## src/rtl/bp_update_sched_if.sv

```systemverilog
// Predictor-update scheduler bus: resolve input, BHT/BTB update outputs, status.
// Stats outputs exist only when BP_UPD_SCHED_STATS_EN is defined.
interface bp_update_sched_if #(
    parameter int VLEN = 64
);
    logic            flush_i;
    logic            res_valid_i;
    logic [VLEN-1:0] res_pc_i;
    logic [VLEN-1:0] res_target_i;
    logic            res_taken_i;
    logic            res_conditional_i;
    logic            res_to_reg_i;
    logic            bht_valid_o;
    logic [VLEN-1:0] bht_pc_o;
    logic            bht_taken_o;
    logic            bht_ready_i;
    logic            btb_valid_o;
    logic [VLEN-1:0] btb_pc_o;
    logic [VLEN-1:0] btb_target_o;
    logic            btb_ready_i;
    logic            full_o;
    logic            drop_o;
`ifdef BP_UPD_SCHED_STATS_EN
    logic [31:0]     stat_bht_o;
    logic [31:0]     stat_btb_o;
    logic [31:0]     stat_drop_o;
`endif

    modport slave (
        input  flush_i, res_valid_i, res_pc_i, res_target_i, res_taken_i,
               res_conditional_i, res_to_reg_i, bht_ready_i, btb_ready_i,
        output bht_valid_o, bht_pc_o, bht_taken_o, btb_valid_o, btb_pc_o,
               btb_target_o, full_o, drop_o
`ifdef BP_UPD_SCHED_STATS_EN
        , output stat_bht_o, stat_btb_o, stat_drop_o
`endif
    );

    modport master (
        output flush_i, res_valid_i, res_pc_i, res_target_i, res_taken_i,
               res_conditional_i, res_to_reg_i, bht_ready_i, btb_ready_i,
        input  bht_valid_o, bht_pc_o, bht_taken_o, btb_valid_o, btb_pc_o,
               btb_target_o, full_o, drop_o
`ifdef BP_UPD_SCHED_STATS_EN
        , input stat_bht_o, stat_btb_o, stat_drop_o
`endif
    );
endinterface

```

## src/rtl/bp_update_sched.sv

```systemverilog
// In-order FIFO scheduling resolved-branch updates onto BHT/BTB predictor ports.
// BP_UPD_SCHED_STATS_EN adds saturating pop/drop counters (not cleared by flush).
module bp_update_sched #(
    parameter int VLEN  = 64,
    parameter int DEPTH = 4
) (
    input  logic               clk_i,
    input  logic               rst_ni,
    bp_update_sched_if.slave   bus
);
    localparam int AW = $clog2(DEPTH);
    localparam logic [AW:0] FULL_CNT = (AW+1)'(DEPTH);

    typedef struct packed {
        logic [VLEN-1:0] pc;
        logic [VLEN-1:0] target;
        logic            taken;
        logic            kind;   // 0 = BHT, 1 = BTB
    } entry_t;

    entry_t          mem [DEPTH];
    entry_t          head;
    entry_t          new_entry;
    logic [AW-1:0]   wr_ptr, rd_ptr;
    logic [AW:0]     count;
    logic            empty, full, enq, pop, accept;

    assign head   = mem[rd_ptr];
    assign empty  = (count == '0);
    assign full   = (count == FULL_CNT);
    assign enq    = bus.res_valid_i && (bus.res_conditional_i || bus.res_to_reg_i);
    assign pop    = !empty && (head.kind ? bus.btb_ready_i : bus.bht_ready_i);
    // A full queue still takes the new entry when the head leaves in the same cycle.
    assign accept = enq && (!full || pop) && !bus.flush_i;

    assign new_entry = '{pc: bus.res_pc_i, target: bus.res_target_i,
                         taken: bus.res_taken_i, kind: bus.res_to_reg_i};

    always_ff @(posedge clk_i or negedge rst_ni) begin
        if (!rst_ni) begin
            wr_ptr <= '0;
            rd_ptr <= '0;
            count  <= '0;
            for (int i = 0; i < DEPTH; i++) mem[i] <= '0;
        end else if (bus.flush_i) begin
            wr_ptr <= '0;
            rd_ptr <= '0;
            count  <= '0;
        end else begin
            if (accept) begin
                mem[wr_ptr] <= new_entry;
                wr_ptr      <= wr_ptr + 1'b1;
            end
            if (pop) rd_ptr <= rd_ptr + 1'b1;
            case ({accept, pop})
                2'b10:   count <= count + 1'b1;
                2'b01:   count <= count - 1'b1;
                default: count <= count;
            endcase
        end
    end

    assign bus.bht_valid_o  = !empty && !head.kind;
    assign bus.btb_valid_o  = !empty &&  head.kind;
    assign bus.bht_pc_o     = head.pc;
    assign bus.bht_taken_o  = head.taken;
    assign bus.btb_pc_o     = head.pc;
    assign bus.btb_target_o = head.target;
    assign bus.full_o       = full;
    assign bus.drop_o       = enq && full && !pop && !bus.flush_i;

`ifdef BP_UPD_SCHED_STATS_EN
    logic [31:0] stat_bht, stat_btb, stat_drop;

    always_ff @(posedge clk_i or negedge rst_ni) begin
        if (!rst_ni) begin
            stat_bht  <= '0;
            stat_btb  <= '0;
            stat_drop <= '0;
        end else begin
            if (pop && !bus.flush_i && !head.kind && stat_bht != '1) stat_bht <= stat_bht + 1'b1;
            if (pop && !bus.flush_i &&  head.kind && stat_btb != '1) stat_btb <= stat_btb + 1'b1;
            if (bus.drop_o && stat_drop != '1)                       stat_drop <= stat_drop + 1'b1;
        end
    end

    assign bus.stat_bht_o  = stat_bht;
    assign bus.stat_btb_o  = stat_btb;
    assign bus.stat_drop_o = stat_drop;
`endif
endmodule
```

## src/flat_wrapper.sv

```systemverilog
// flat-port wrapper written by rule: the top's interface ports become plain ports
module bp_update_sched_flat 
#(
    parameter int VLEN  = 64,
    parameter int DEPTH = 4
)
  (clk_i, rst_ni, bus_flush_i, bus_res_valid_i, bus_res_pc_i, bus_res_target_i, bus_res_taken_i, bus_res_conditional_i, bus_res_to_reg_i, bus_bht_ready_i, bus_btb_ready_i, bus_bht_valid_o, bus_bht_pc_o, bus_bht_taken_o, bus_btb_valid_o, bus_btb_pc_o, bus_btb_target_o, bus_full_o, bus_drop_o);
  bp_update_sched_if #(.VLEN(VLEN)) bus_i ();
  input  logic clk_i;
  input  logic rst_ni;
  input wire logic [$bits(bus_i.flush_i)-1:0] bus_flush_i;
  input wire logic [$bits(bus_i.res_valid_i)-1:0] bus_res_valid_i;
  input wire logic [$bits(bus_i.res_pc_i)-1:0] bus_res_pc_i;
  input wire logic [$bits(bus_i.res_target_i)-1:0] bus_res_target_i;
  input wire logic [$bits(bus_i.res_taken_i)-1:0] bus_res_taken_i;
  input wire logic [$bits(bus_i.res_conditional_i)-1:0] bus_res_conditional_i;
  input wire logic [$bits(bus_i.res_to_reg_i)-1:0] bus_res_to_reg_i;
  input wire logic [$bits(bus_i.bht_ready_i)-1:0] bus_bht_ready_i;
  input wire logic [$bits(bus_i.btb_ready_i)-1:0] bus_btb_ready_i;
  output wire logic [$bits(bus_i.bht_valid_o)-1:0] bus_bht_valid_o;
  output wire logic [$bits(bus_i.bht_pc_o)-1:0] bus_bht_pc_o;
  output wire logic [$bits(bus_i.bht_taken_o)-1:0] bus_bht_taken_o;
  output wire logic [$bits(bus_i.btb_valid_o)-1:0] bus_btb_valid_o;
  output wire logic [$bits(bus_i.btb_pc_o)-1:0] bus_btb_pc_o;
  output wire logic [$bits(bus_i.btb_target_o)-1:0] bus_btb_target_o;
  output wire logic [$bits(bus_i.full_o)-1:0] bus_full_o;
  output wire logic [$bits(bus_i.drop_o)-1:0] bus_drop_o;
  assign bus_i.flush_i = bus_flush_i;
  assign bus_i.res_valid_i = bus_res_valid_i;
  assign bus_i.res_pc_i = bus_res_pc_i;
  assign bus_i.res_target_i = bus_res_target_i;
  assign bus_i.res_taken_i = bus_res_taken_i;
  assign bus_i.res_conditional_i = bus_res_conditional_i;
  assign bus_i.res_to_reg_i = bus_res_to_reg_i;
  assign bus_i.bht_ready_i = bus_bht_ready_i;
  assign bus_i.btb_ready_i = bus_btb_ready_i;
  assign bus_bht_valid_o = bus_i.bht_valid_o;
  assign bus_bht_pc_o = bus_i.bht_pc_o;
  assign bus_bht_taken_o = bus_i.bht_taken_o;
  assign bus_btb_valid_o = bus_i.btb_valid_o;
  assign bus_btb_pc_o = bus_i.btb_pc_o;
  assign bus_btb_target_o = bus_i.btb_target_o;
  assign bus_full_o = bus_i.full_o;
  assign bus_drop_o = bus_i.drop_o;
  bp_update_sched #(.VLEN(VLEN), .DEPTH(DEPTH)) u_core (.clk_i(clk_i), .rst_ni(rst_ni), .bus(bus_i));
endmodule
```

## config.mk

```make
export PLATFORM = sky130hd
export DESIGN_NAME = bp_update_sched_flat
export DESIGN_NICKNAME = d
export VERILOG_FILES = /design/src/rtl/bp_update_sched_if.sv /design/src/rtl/bp_update_sched.sv /design/src/flat_wrapper.sv
export SDC_FILE = /design/constraint.sdc
export NUM_CORES = 1
export LEC_CHECK = 0
export BUFFER_PORTS_ARGS = -buffer_cell sky130_fd_sc_hd__buf_2
export CAP_MARGIN = 10
export CORE_MARGIN = 8
export CORE_UTILIZATION = 58
export CTS_CLUSTER_SIZE = 40
export DETAILED_ROUTE_END_ITERATION = 12
export PLACE_DENSITY = 0.8
export SLEW_MARGIN = 20
export SYNTH_ARGS = -nofsm -noshare
export SYNTH_HDL_FRONTEND = slang
export SYNTH_SLANG_ARGS = --single-unit
```

## constraint.sdc

```tcl
create_clock -name clk_i -period 3.5 [get_ports clk_i]
set_input_delay 0.175 -clock clk_i [delete_from_list [all_inputs] [get_ports clk_i]]
set_output_delay 0.175 -clock clk_i [all_outputs]
set_load 0.02 [all_outputs]
```

# Word level (Yosys, flattened, before mapping)
# Index checks and enable logic that the tools add are counted.
[op_classes]
n_addsub = 4
order_cmp = 3
n_eq_ne = 3
muxes = 13
bitwise = 3
reduce_logical = 22
[op_table]
columns = ["operator", "count"]
rows = [
  ["520-bit bitwise mux", 1],
  ["130-bit two-way mux", 3],
  ["130-bit binary-select mux with 2-bit select", 1],
  ["130-bit demux with 2-bit select", 1],
  ["1-bit logical AND", 10],
  ["2-bit two-way mux", 4],
  ["3-bit greater-or-equal comparator (second input constant)", 2],
  ["2-bit inverter with 3-bit output", 2],
  ["3-bit case mux with 2 select lines", 1],
  ["1-bit logical NOT", 5],
  ["2-bit by 1-bit adder with 2-bit output (second input constant)", 2],
  ["2-bit nonzero test", 2],
  ["3-bit by 1-bit adder with 3-bit output (second input constant)", 1],
  ["3-bit equality test (second input constant)", 1],
  ["3-bit logical NOT", 1],
  ["3-bit by 1-bit < comparator with 1-bit output (second input constant)", 1],
  ["3-bit two-way mux", 1],
  ["3-bit nonzero test", 1],
  ["3-bit by 1-bit subtractor with 3-bit output (second input constant)", 1],
  ["2-bit by 1-bit equality test with 1-bit output (second input constant)", 1],
  ["2-bit equality test (second input constant)", 1],
  ["1-bit logical OR", 2],
  ["2-bit AND reduction", 1],
  ["1-bit two-way mux", 1],
  ["1-bit inverter", 1],
]
[totals]
ff_bits = 527
in_bits = 137
out_inout_bits = 197
elab_cells = 67

# Longest topological paths before layout
[depth]
ltp_word = 12
ltp_mapped = 10
ltp_nobuf = 8

# Least setup slack after synthesis
# Ideal clock, no wire load.
[synth_timing]
path_type = "reg-to-reg"
from = "register u_core.rd_ptr[0]"
to = "register u_core.count[1]"
t_arrival_ns = 2.604
required_ns = 3.413
setup_slack_ns = 0.810
stages_incl_launch_ff = 10
path_buffers = 2
path_cell_list = "dfrtp_1 buf_2 mux4_2 mux2i_4 buf_4 nor3_1 fa_1 nand2b_1 or4_1 o211ai_1"
[synth_between]
elab_chain_cells = 12
word_cells_on_any_way = 14
[synth_rtl]
columns = ["item", "line", "source"]
rows = [
  ["from (decl)", "bp_update_sched.sv:24", "logic [AW-1:0] wr_ptr, rd_ptr;"],
  ["from (signal assigned)", "bp_update_sched.sv:54", "if (pop) rd_ptr <= rd_ptr + 1'b1;"],
  ["2-bit inverter with 3-bit output (implied by the code) *", "bp_update_sched.sv:28", "assign head = mem[rd_ptr];"],
  ["130-bit binary-select mux with 2-bit select *", "bp_update_sched.sv:28", ""],
  ["130-bit two-way mux (implied by the code) * (2 in a row)", "bp_update_sched.sv:28", ""],
  ["1-bit two-way mux *", "bp_update_sched.sv:32", "assign pop = !empty && (head.kind ? bus.btb_ready_i : bus.bht_ready_i);"],
  ["1-bit logical AND *", "bp_update_sched.sv:32", ""],
  ["1-bit logical OR", "bp_update_sched.sv:34", "assign accept = enq && (!full || pop) && !bus.flush_i;"],
  ["1-bit logical AND (2 in a row)", "bp_update_sched.sv:34", ""],
  ["2-bit by 1-bit equality test with 1-bit output / 2-bit equality test (equally long branches)", "bp_update_sched.sv:55", "case ({accept, pop})"],
  ["3-bit case mux with 2 select lines", "bp_update_sched.sv:55", ""],
  ["3-bit two-way mux", "bp_update_sched.sv:45", "end else if (bus.flush_i) begin"],
  ["to (signal assigned)", "bp_update_sched.sv:56", "2'b10: count <= count + 1'b1;"],
  ["to (signal assigned)", "bp_update_sched.sv:57", "2'b01: count <= count - 1'b1;"],
  ["to (signal assigned)", "bp_update_sched.sv:58", "default: count <= count;"],
  ["to (decl)", "bp_update_sched.sv:25", "logic [AW:0] count;"],
]
# Every way passes the cells marked *; elsewhere a longest branch is shown, timed or not. The select of a mux whose other input is x is not followed.
# A chain may end at the register's enable or synchronous reset.

# Final worst setup path
[layout_timing]
from = "register u_core.rd_ptr[0]"
to = "output bus_btb_target_o[35]"
[layout_between]
elab_chain_cells = 4
[layout_rtl]
columns = ["item", "line", "source"]
rows = [
  ["2-bit inverter with 3-bit output (implied by the code)", "bp_update_sched.sv:28", ""],
  ["130-bit binary-select mux with 2-bit select", "bp_update_sched.sv:28", ""],
  ["130-bit two-way mux (implied by the code) (2 in a row)", "bp_update_sched.sv:28", ""],
  ["to (decl)", "flat_wrapper.sv:25", "output wire logic [$bits(bus_i.btb_target_o)-1:0] bus_btb_target_o;"],
]
# No other way between the ends. The select of a mux whose other input is x is not followed.

==> flow_summary_export.csv <==
group,metric,value,unit
synth,synth.cell_area,0.0235,sq mm
route,drt.antenna.violating_nets,0,
sta,fin_crit,3140,ps
route,detailed_route_drc_error_count,0,
placement,count_of_port_buffers_added_during_placement,333,
sta,timing.final.crit_share,89.6,%
clocking,clock-sinks,527,
critical_path,r2r-start,"u_core.rd_ptr[0]",
floorplanning,die-height,217,um
clocking,cts_tree,"done",
clocking,clock-root-buffer,"clkbuf_16",
critical_path,critPathMaxStageDelay,620,ps
floorplanning,floorplan.rows,73,
sta,worst_slew_pin_slew,905,ps
power_and_ir_drop,irDropWorstVdd,0.535,mV
critical_path,cp_max_fo,64,
route,route.layer.met1.wl,22.1,mm
sta,slew_violations,0,
floorplanning,effective_utilization_at_floorplan,58.9,%
route,dr_wl_met3,3.09,mm
placement,gp_routability_congestion,0.764,
power_and_ir_drop,power.share.combinational,37.7,%
synth,postSynthRegisterBits,527,
min_path,whs_endpoint,"u_core.rd_ptr[1]",
sta,grt_setup_unrepaired,"no",
global_routing,grt_max_degree,133,
synth,seq_area_frac_synth,56.1,%
power_and_ir_drop,p_clk_share,23.8,%
synth,post_synth_mux_area_share,37.8,%
layout,drive_above_1_share,58.2,%
min_path,hp-start,"bus_btb_ready_i",
synth,ys_types,39,
synth,synth_simple_gate_area_share,0.798,%
synth,yosysMostFrequentCell,"dfrtp_1",
synth,synth_top_family_by_area,"multiplexers",
layout,final_core_util,71.1,%
layout,nets,1938,
clocking,h_tree_lvl_count,2,
critical_path,timing_worst_setup_path_type,"reg -> out",
clocking,clk_path_buf_depth,3,
critical_path,cpLargestDelayFamily,"buffers and inverters",
route,detail_route.wirelength,53.1,mm
power_and_ir_drop,seq_power_share,38.5,%
route,via_count,13700,
global_routing,first_global_vias,15400,
synth,post_synthesis_xor_xnor_area_fraction,0,%
synth,post_synth.cell_area_avg,16.8,sq um
global_routing,grt_overflow_total,0,
power_and_ir_drop,power,24.7,mW
placement,dpl_cell_area,0.0252,sq mm
critical_path,worst_setup_path_start_kind,"flop",
route,drt_first_pass_iters,5,
critical_path,cp.required,3320,ps
clocking,clk-insertion-delay-late,580,ps
global_routing,antenna_found_initial,4,
synth,post_synth_fa_ha_maj_area_fraction,0.298,%
synth,synthDominantAreaCellType,"dfrtp_1",
layout,post-route-cell-area,0.0284,sq mm
synth,synth-edff-count,0,
layout,fill_cells,2460,
synth,ys_warn_count,0,
route,drt-initial-drc-count,910,
floorplanning,dieArea,0.0472,sq mm
critical_path,critical_path.cell_chain,"buf_4 > buf_12 > mux4_2 > buf_2",
global_routing,global_route_wire_length_before_repair,86.3,mm
synth,synth.top_cell.area_share,56.1,%
synth,synth.top_cells.by_count,"527 x dfrtp_1, 484 x mux2_2, 130 x mux4_2",
synth,synth_area_leaders,"dfrtp_1 56%, mux2_2 23%, mux4_2 12%",
floorplanning,design.portCount,334,
floorplanning,die_width,217,um
power_and_ir_drop,power_report.internal_total,16.4,mW
critical_path,critical_path.slowest_cell,"mux4_2",
critical_path,worstSetupEndpointType,"primary output",
clocking,num_cts_buffers,53,
power_and_ir_drop,power-per-cell-area,870,mW/mm^2
min_path,hold_path.class,"in -> reg",
critical_path,critical_path.n_buffers_inverters,3,
placement,dp_hpwl,32.2,mm
critical_path,setup.reg_to_reg.worst_slack,760,ps
route,dr_wl_met2,26.8,mm
min_path,holdPathStages,4,
run,drv.max_cap_violation_count,0,
clocking,clk_pin_slew_worst_paths,60,ps
critical_path,worst-endpoint-arrival,2960,ps
sta,fin_tns_setup,0,ps
sta,finalHoldViolations,0,
critical_path,reg2reg_depth,8,
sta,setup_viol_count_final,0,
power_and_ir_drop,p_switching,8.28,mW
route,top_signal_layer_used,"met5",
global_routing,globalRouteTotalUtil,22.7,%
synth,synth_compound_area_share,0.553,%
power_and_ir_drop,power.leakage,12.8,nW
synth,synth-async-reset-ratio,100,%
sta,skew,12.1,ps
layout,syn2layout_area_growth,20.6,%
sta,worst_hold_slack,121,ps
sta,slew_headroom,39.7,%
run_status,status,"finished, final reports clean",
route,avgRoutedWirePerCell,22.5,um
synth,post_synth_inst_count,1404,
route,post_drt_via_cell_ratio,5.78,
critical_path,timing.rr.end,"u_core.count[2]",
power_and_ir_drop,switching_share,33.6,%
synth,syn_nets,1546,
synth,synth_top_flop_cell,"dfrtp_1",
floorplanning,placeableCoreArea,0.0399,sq mm
sta,fmax,319,MHz
[cell families (layout without fill, tap and decap cells)]
| logic type | Yosys count | after routing |
|---|---|---|
| flops | 527 | 527 |
| compound gates | 19 | 19 |
| fa+ha+maj | 5 | 5 |
| mux | 658 | 658 |
| simple gates | 36 | 36 |
| other cells | 0 | 3 |
| buf+inv | 159 | 588 |
[how the worst max path moves through the flow]
stage / startpoint / to / slack [ps] / cells past startpoint
finish: u_core.rd_ptr[0] / bus_btb_target_o[35] / 360 / 4
global route: u_core.rd_ptr[0] / bus_btb_target_o[31] / 150 / 4
CTS: u_core.rd_ptr[0] / bus_btb_pc_o[39] / 80 / 4
detailed placement: u_core.rd_ptr[0] / bus_btb_pc_o[39] / 720 / 4
global placement: u_core.rd_ptr[0] / bus_btb_pc_o[15] / 730 / 4
floorplan: u_core.rd_ptr[0] / u_core.count[1] / 810 / 9
[power groups by stage]
stage          clock, mW  combinational [mW]  sequential (mW)
3_3_place_gp           0                9.06             9.41
2_1_floorplan          0                7.32             9.07
4_1_cts             6.01                9.41             9.45
3_5_place_dp           0                9.23             9.52
5_1_grt             6.26                9.93             9.74
6_report            5.88                9.31             9.49
[cell usage in the layout (no fill, tap or decap), types with 10 or more instances in the layout]
| master | instances |
|---|---|
| mux4_2 | 130 |
| nor2_1 | 10 |
| mux2_1 | 38 |
| buf_4 | 13 |
| dfrtp_1 | 525 |
| buf_12 | 13 |
| mux2_2 | 484 |
| buf_2 | 332 |
| clkbuf_16 | 53 |
| clkbuf_8 | 14 |
| dlygate4sd3_1 | 132 |
[registers in the layout, summed over array words and instances, names as in the netlist]
signal / cells
u_core.mem: 520
u_core.count: 3
u_core.wr_ptr: 2
u_core.rd_ptr: 2
[cell type report]
type | count | area [sq um] | share of cell area [%]
multi-input combinational | 718 | 9300 | 32.8
tap | 525 | 657 | 2.32
clock buffer | 74 | 1550 | 5.45
antenna | 3 | 7.51 | 0.0265
clock inverter | 18 | 278 | 0.979
sequential | 527 | 13200 | 46.5
timing repair buffer | 492 | 3370 | 11.9
inverter | 4 | 15.0 | 0.0529
[metal layers]
layer / vias to the layer above / global-route usage (%)
met1: 7278 / 29.8
li1: 5932 / -
met3: 75 / 5.09
met4: 2 / 7.08
met5: - / 0
met2: 366 / 37.7
[through the flow]
stage	cells	worst slack, ps
6_report	2361	365
5_1_grt	2361	147
4_1_cts	2358	83.6
3_5_place_dp	2134	716
3_3_place_gp	2134	728
2_1_floorplan	1404	810
[what timing repair did]
item | 4_1_cts | 5_1_grt
setup buffers | 0 | 0
endpoints found under the setup margin | 0 | 49
resized for setup | 0 | 1
hold buffers | 132 | 0
hold endpoints to repair | 621 | 0
[worst min-delay path, delay by kind of cell]
family | cells | cell delay [ps]
buffers and inverters | 1 | 140
muxes | 1 | 100
AOI/OAI and AO/OA | 2 | 240
Power figures use the tool's default switching activity.
